===== src/rtl/pixel_pkg.sv =====
// Shared definitions for the pixel input/output stages: widths, pipeline mode
// encodings and the byte-position state used while assembling a pixel.
package pixel_pkg;

  localparam int MAX_PIXEL_BITS  = 24;
  localparam int PIXEL_WIDTH_OUT = 8;

  localparam logic [1:0] MODE_GRAY_SOBEL   = 2'b00;
  localparam logic [1:0] MODE_SOBEL_DIRECT = 2'b01;
  localparam logic [1:0] MODE_GRAY         = 2'b10;
  localparam logic [1:0] MODE_BYPASS       = 2'b11;

  typedef enum logic [1:0] {
    B0 = 2'd0,
    B1 = 2'd1,
    B2 = 2'd2
  } byte_state_t;

  // Only direct-Sobel mode carries one gray byte per pixel.
  function automatic logic is_one_byte(input logic [1:0] sel);
    return sel == MODE_SOBEL_DIRECT;
  endfunction

endpackage


===== src/rtl/px_frame_counter.sv =====
// Pixel-in-frame counter: counts completed pixels, wraps after the last pixel
// of a frame and pulses frame_done_o on the cycle the last pixel is presented.
module px_frame_counter #(
  parameter int                     FRAME_CNT_W  = 16,
  parameter logic [FRAME_CNT_W-1:0] FRAME_PIXELS = 16'd19200
) (
  input  logic clk_i,
  input  logic nreset_i,
  input  logic clr_i,
  input  logic inc_i,
  output logic frame_done_o
);

  logic [FRAME_CNT_W-1:0] count;
  logic [FRAME_CNT_W-1:0] base;
  logic                   last;

  // A clear in the same cycle as an increment makes that pixel the first of the frame.
  always_comb begin
    base = clr_i ? '0 : count;
    last = (base == FRAME_PIXELS - FRAME_CNT_W'(1));
  end

  always_ff @(posedge clk_i or negedge nreset_i) begin
    if (!nreset_i) begin
      count        <= '0;
      frame_done_o <= 1'b0;
    end else begin
      frame_done_o <= inc_i && last;
      if (inc_i) begin
        count <= last ? '0 : base + FRAME_CNT_W'(1);
      end else if (clr_i) begin
        count <= '0;
      end
    end
  end

endmodule


===== src/rtl/pixel_byte_assembler.sv =====
// Assembles a strobed byte stream into 24-bit RGB or 8-bit gray pixels and
// presents each as a held word with a one-cycle ready pulse.
module pixel_byte_assembler
  import pixel_pkg::*;
#(
  parameter int                     FRAME_CNT_W  = 16,
  parameter logic [FRAME_CNT_W-1:0] FRAME_PIXELS = 16'd19200
) (
  input  logic                      clk_i,
  input  logic                      nreset_i,
  input  logic [1:0]                select_i,
  input  logic                      sync_i,
  input  logic [7:0]                data_i,
  input  logic                      data_valid_i,
  input  logic                      err_clr_i,
  output logic [MAX_PIXEL_BITS-1:0] in_pixel_o,
  output logic                      px_rdy_o,
  output logic                      frame_done_o,
  output logic                      err_o,
  output logic [1:0]                byte_state_o
);

  localparam int HI_BITS = MAX_PIXEL_BITS - PIXEL_WIDTH_OUT;

  // Handshake: data_valid_i alone transfers a byte (no ready, no stall), and
  // px_rdy_o alone presents a pixel; the consumer must take every pulse.

  byte_state_t               byte_state;
  byte_state_t               state_next;
  byte_state_t               eff_state;
  logic                      mode_1b;
  logic                      one_byte;
  logic                      complete;
  logic [HI_BITS-1:0]        shift_reg;
  logic [MAX_PIXEL_BITS-1:0] word;

  assign byte_state_o = byte_state;

  // sync_i realigns before the byte of the same cycle is considered.
  always_comb begin
    eff_state  = sync_i ? B0 : byte_state;
    one_byte   = (eff_state == B0) ? is_one_byte(select_i) : mode_1b;
    complete   = data_valid_i && ((eff_state == B0 && one_byte) || eff_state == B2);
    word       = one_byte ? MAX_PIXEL_BITS'(data_i) : {shift_reg, data_i};
    state_next = eff_state;
    if (data_valid_i) begin
      case (eff_state)
        B0:      state_next = one_byte ? B0 : B1;
        B1:      state_next = B2;
        default: state_next = B0;
      endcase
    end
  end

  always_ff @(posedge clk_i or negedge nreset_i) begin
    if (!nreset_i) begin
      byte_state <= B0;
    end else begin
      byte_state <= state_next;
    end
  end

  always_ff @(posedge clk_i or negedge nreset_i) begin
    if (!nreset_i) begin
      mode_1b    <= 1'b0;
      shift_reg  <= '0;
      in_pixel_o <= '0;
      px_rdy_o   <= 1'b0;
      err_o      <= 1'b0;
    end else begin
      if (data_valid_i && eff_state == B0) begin
        mode_1b                                   <= one_byte;
        shift_reg[HI_BITS-1 -: PIXEL_WIDTH_OUT]   <= data_i;
      end
      if (data_valid_i && eff_state == B1) begin
        shift_reg[PIXEL_WIDTH_OUT-1:0] <= data_i;
      end
      px_rdy_o <= complete;
      if (complete) begin
        in_pixel_o <= word;
      end
      if (sync_i && byte_state != B0) begin
        err_o <= 1'b1;
      end else if (err_clr_i) begin
        err_o <= 1'b0;
      end
    end
  end

  px_frame_counter #(
    .FRAME_CNT_W  (FRAME_CNT_W),
    .FRAME_PIXELS (FRAME_PIXELS)
  ) u_frame_counter (
    .clk_i        (clk_i),
    .nreset_i     (nreset_i),
    .clr_i        (sync_i),
    .inc_i        (complete),
    .frame_done_o (frame_done_o)
  );

endmodule


===== config.mk =====
export PLATFORM = sky130hd
export DESIGN_NAME = pixel_byte_assembler
export DESIGN_NICKNAME = d
export VERILOG_FILES = /design/src/rtl/pixel_pkg.sv /design/src/rtl/px_frame_counter.sv /design/src/rtl/pixel_byte_assembler.sv
export SDC_FILE = /design/constraint.sdc
export NUM_CORES = 1
export LEC_CHECK = 0
export CORE_MARGIN = 2
export CORE_UTILIZATION = 53
export CTS_CLUSTER_DIAMETER = 100
export DETAILED_ROUTE_END_ITERATION = 8
export PLACE_DENSITY = 0.79
export SYNTH_ARGS = -nofsm -noshare
export SYNTH_HDL_FRONTEND = slang
export SYNTH_SLANG_ARGS = --single-unit

===== constraint.sdc =====
create_clock -name clk_i -period 2.3 [get_ports clk_i]
set_input_delay 0.69 -clock clk_i [delete_from_list [all_inputs] [get_ports clk_i]]
set_output_delay 0.69 -clock clk_i [all_outputs]
set_load 0.05 [all_outputs]

# --- After elaboration in Yosys (flattened, before gate mapping) ---
# Index checks and enable logic that the tools add are counted.
word_totals:
  word_cells: 35
  inputBits: 15
  out_inout_bits: 29
  regBits: 62
classes:
  n_eq_ne: 4
  addsub: 1
  mux: 11
  n_reduce_logical: 10
ops:
  columns: ["operator", "n"]
  rows:
  - ["$mux 16", 3]
  - ["$mux 24", 1]
  - ["$add 16x1->16 const B", 1]
  - ["$eq 16x15->1 const B", 1]
  - ["$logic_and 1x1->1", 6]
  - ["$eq 2x1->1 const B", 2]
  - ["$mux 1", 4]
  - ["$mux 2", 2]
  - ["$pmux 2 s2", 1]
  - ["$reduce_bool 2->1", 2]
  - ["$eq 2x2->1 const B", 1]
  - ["$logic_not 2->1", 1]
  - ["$logic_or 1x1->1", 1]

# --- Longest topological paths before layout ---
logic_depth:
  depth_word: 7
  ltp_mapped: 7
  mapped_depth_nobuf: 5

# --- Hierarchy ---
# From an unflattened synthesis, not the netlist that was laid out.
hier_totals:
  cells_unflattened: 207
  hier_area_um2: 2713.9
modules_own_cells:
  columns: ["mod", "n_inst", "seq_area_each_um2", "cells_each", "area_per_inst_um2"]
  rows:
  - ["pixel_byte_assembler", 1, 1126.1, 108, 1737.9]
  - ["px_frame_counter", 1, 425.4, 99, 975.9]

# --- Least setup slack after synthesis ---
# Ideal clock, no wire load.
synth_path:
  path_kind: "input to register"
  start: "input port sync_i"
  end: "register u_frame_counter.count[0]"
  t_required_ns: 2.164
  path_stages: 7
  setup_slack_ns: 0.167
  setup_ns: 0.136
  path_buffers: 2
  t_arrival_ns: 1.996
  cell_sequence: "buf_4 nor2b_1 ha_1 o2111ai_2 buf_2 nor4_1 nor2_1"
synth_via:
  elab_chain_len: 7
  elab_cells_between_ends: 12
  cone_classes: "1 x add/sub; 2 x eq/ne; 5 x mux; 4 x reduce/logical"
synth_rtl:
  columns: ["item", "line_no", "source"]
  rows:
  - ["start: declaration", "pixel_byte_assembler.sv:12", "input logic sync_i,"]
  - ["parallel branches: the longest is 6 deep, another holds $add 16x1->16", null, null]
  - ["$mux 16 (*)", "px_frame_counter.sv:30", "if (inc_i) begin"]
  - ["end signal: assignment", "px_frame_counter.sv:31", "count <= last ? '0 : base + FRAME_CNT_W'(1);"]
  - ["end: declaration", "px_frame_counter.sv:14", "logic [FRAME_CNT_W-1:0] count;"]
# Every way passes the cells marked *.
# A chain may end at the register's enable or synchronous reset.

# --- Final worst setup path ---
layout_path:
  start: "register in_pixel_o[8]"
  end: "output port in_pixel_o[8]"
layout_lines:
  columns: ["item", "line_no", "source"]
  rows:
  - ["start: declaration", "pixel_byte_assembler.sv:16", "output logic [MAX_PIXEL_BITS-1:0] in_pixel_o,"]
  - ["start signal: assignment", "pixel_byte_assembler.sv:80", "in_pixel_o <= word;"]
# No word-level cell between the ends.

==> flow_summary.yaml <==
timing:
  post-route-period-util: 0.969
  maxSlewViolCount: 0
  maxSlewHeadroom: 0.632
  rsz0062_at_grt: "false"
  worst_pin_slew_ns: 0.550
  period_needed_ns: 2.23
  fmax_ghz: 0.449
  worst_slack_ns: 0.0720
  skew_ns: 0.00882
  hold_violations: 0
  finalSetupViolCount: 0
job:
  max_cap_violations: 0
floorplan:
  fp.dieW_um: 75.0
  initial_core_util: 0.558
  dieHeight_um: 75.0
  fp-row-count: 25
  ios: 44
  die-area_um2: 5620
  core_area_um2: 4790
finish:
  fin_area_um2: 3620
  postLayoutCoreUtil: 0.756
  largest_reg_flops: 24
  nets: 317
  diodes: 0
  stdcell_count: 373
  layout-area-overhead-vs-synth_pct: 35.6
  drive_gt1_frac: 0.265
detailed_routing:
  drc_errors: 0
  vias: 2098
  ant_nets: 0
  vias_per_cell: 5.62
  drtIter0Drc: 163
  dr.pass1.iters: 4
  wl_per_cell_um: 16.1
  wl_um: 6000
setup_path:
  worst-path-buf-inv: 1
  critical_path_depth: 1
  cp-startpoint: "in_pixel_o[8]$_DFFE_PN0N_"
  r2r-start: "u_frame_counter.count[0]$_DFF_PN0_"
  cpMaxStageDelayCell: "clkdlybuf4s50_1"
  critPathCaptureType: "output pin"
  max_stage_delay_ns: 0.83
  crit_fanout: 2
  critPathCapture: "in_pixel_o[8]"
  r2r_slack_ns: 0.58
  timing.rr.end: "u_frame_counter.count[14]$_DFF_PN0_"
  arrival_ns: 1.54
  cp_top_family: "buffers and inverters"
  crit_required_ns: 1.61
  worstRegToRegCells: 5
  crit_path_cell_trace: "clkdlybuf4s50_1"
  startpoint_type: "register"
  path_class: "register to output pin"
synth:
  syn_area_um2: 2670
  synthArstFlopShare: 1.00
  synth_area_per_cell_um2: 11.8
  syn_inst: 226
  synth_flop_cell: "dfrtp_1"
  ys_seq_area_frac: 0.581
  synth.net_count: 242
  synth_cell_type_count: 44
  ys_warn_count: 0
  ys_ff_latch: 62
  synth_edf_count: 0
worst_hold_path:
  min_path_type: "input pin to async pin"
placed_design:
  gp_congestion: 0.819
  dp_cells: 357
  io_buffers: 43
  pre_cts_ws_ns: -0.352
  post-dp-hpwl_um: 4210
  placedInstanceArea_um2: 3400
clocking:
  tritoncts: "yes"
  clk_latency_ns: 0.34
  clock_sinks: 62
  cts_setup_buffers: 0
  cts_root_buf: "clkbuf_8"
  cts_hold_buf: 0
  htree_levels: 3
  numCtsBuffers: 9
  cts_buffer_depth: 2
  cts.clk_slew.worst_paths_ns: 0.07
run_status:
  status: "finished clean"
global_route:
  grt_pass1_vias: 2079
  grtUsageTotal: 0.237
  grt.overflow.total: 0
  antenna_found_initial: 0
  grt_pass1_wl_um: 9810
  grt_max_degree: 63
pwr:
  powerDensity_nw_per_um2: 799
  power_mw: 2.89
  p_leak_nw: 1.60
  ir_drop_uv: 663
## cells in the mapped netlist, types with 2 or more instances
master	instances	share of area
nor2_1	4	0.0056
or3_1	4	0.0094
inv_1	4	0.0056
o31ai_1	8	0.022
mux2_2	17	0.072
buf_2	4	0.0075
nand4_1	5	0.012
dfrtp_1	62	0.58
o22ai_1	2	0.0047
and3_1	3	0.0070
a22o_1	16	0.052
o21ai_0	5	0.0094
nand3_1	3	0.0056
a21oi_1	15	0.028
nor4_1	2	0.0047
or4_1	8	0.022
nand2_1	32	0.045
clkbuf_1	6	0.0084
## layout make-up
| cell class | instances | area [um^2] |
|---|---|---|
| Clock buffer | 10 | 138 |
| Clock inverter | 6 | 68.8 |
| Fill cell | 311 | 1170 |
| Inverter | 4 | 15.0 |
| Multi-Input combinational cell | 148 | 1050 |
| Sequential cell | 62 | 1550 |
| Tap cell | 67 | 83.8 |
| Timing Repair Buffer | 76 | 709 |
## kinds of logic after synthesis
group,Yosys count,share of synthesized area
AND/OR/NAND/NOR,77,0.164
flip-flops,62,0.581
AO/OA/AOI/OAI,51,0.143
multiplexers,17,0.0717
buffers and inverters,16,0.0286
XOR/XNOR,2,0.00656
adder cells (fa/ha/maj),1,0.00469
## per-layer routing
layer,part of all wire,vias to the layer above,GRT usage
met2,0.48,50,0.371
li1,-,981,-
met1,0.45,1054,0.308
met5,0,-,0
met4,0.020,0,0.121
met3,0.047,13,0.0576
## stage by stage
stage | hold WS (ns) | setup TNS, ns
detailed placement | 0.460 | -7.16
floorplan | 0.394 | 0
global route | 0.363 | 0
CTS | 0.355 | 0
finish | 0.334 | 0
global placement | 0.459 | -6.29
## worst register-to-register path, delay by kind of cell (launching register included)
kind                       cells  cell delay, ns
and+or+nand+nor                2            0.73
AOI/OAI and AO/OA              2            0.36
adders and majority gates      1            0.20
DFF                            1            0.35
## repair_timing
action	in CTS	in global routing
hold endpoints to repair	0	0
setup endpoints to repair	6	15
resized for setup	2	2
## power breakdown
part	internal, mW	switching [mW]	leakage, nW
sequential	1.22	0.0770	0.811
combinational	0.245	0.370	0.682
clock	0.535	0.446	0.103
## how the worst min path moves through the flow
| stage | start | endpoint | slack, ns | cells after the start |
|---|---|---|---|---|
| 6_report | nreset_i | u_frame_counter.count[15]$_DFF_PN0_ | 0.33 | 2 |
| 5_1_grt | nreset_i | u_frame_counter.count[15]$_DFF_PN0_ | 0.36 | 2 |
| 4_1_cts | nreset_i | in_pixel_o[11]$_DFFE_PN0N_ | 0.35 | 2 |
| 3_5_place_dp | in_pixel_o[0]$_DFFE_PN0N_ | in_pixel_o[0]$_DFFE_PN0N_ | 0.46 | 2 |
| 3_3_place_gp | in_pixel_o[5]$_DFFE_PN0N_ | in_pixel_o[5]$_DFFE_PN0N_ | 0.46 | 2 |
| 2_1_floorplan | nreset_i | byte_state_o[0]$_DFF_PN0_ | 0.39 | 0 |
## cell usage in the layout, fill, tap and decap left out, types with 2 or more instances in the layout
cell type / netlist / layout
dfrtp_1: 62 / 62
clkbuf_8: 0 / 10
buf_12: 0 / 3
a22o_1: 16 / 16
nor2_1: 4 / 4
nand4_1: 5 / 5
nor2b_2: 1 / 2
clkdlybuf4s50_1: 0 / 39
buf_4: 1 / 31
or3_1: 4 / 4
nand3_1: 3 / 3
a21oi_1: 15 / 15
and3_1: 3 / 3
nor4_1: 2 / 2
mux2_2: 17 / 17
clkinv_4: 0 / 2
inv_1: 4 / 4
o21ai_0: 5 / 5
or4_1: 8 / 8
o22ai_1: 2 / 2
nand2_1: 32 / 32
o31ai_1: 8 / 8
Note: power is estimated with default switching activity, not from simulation.
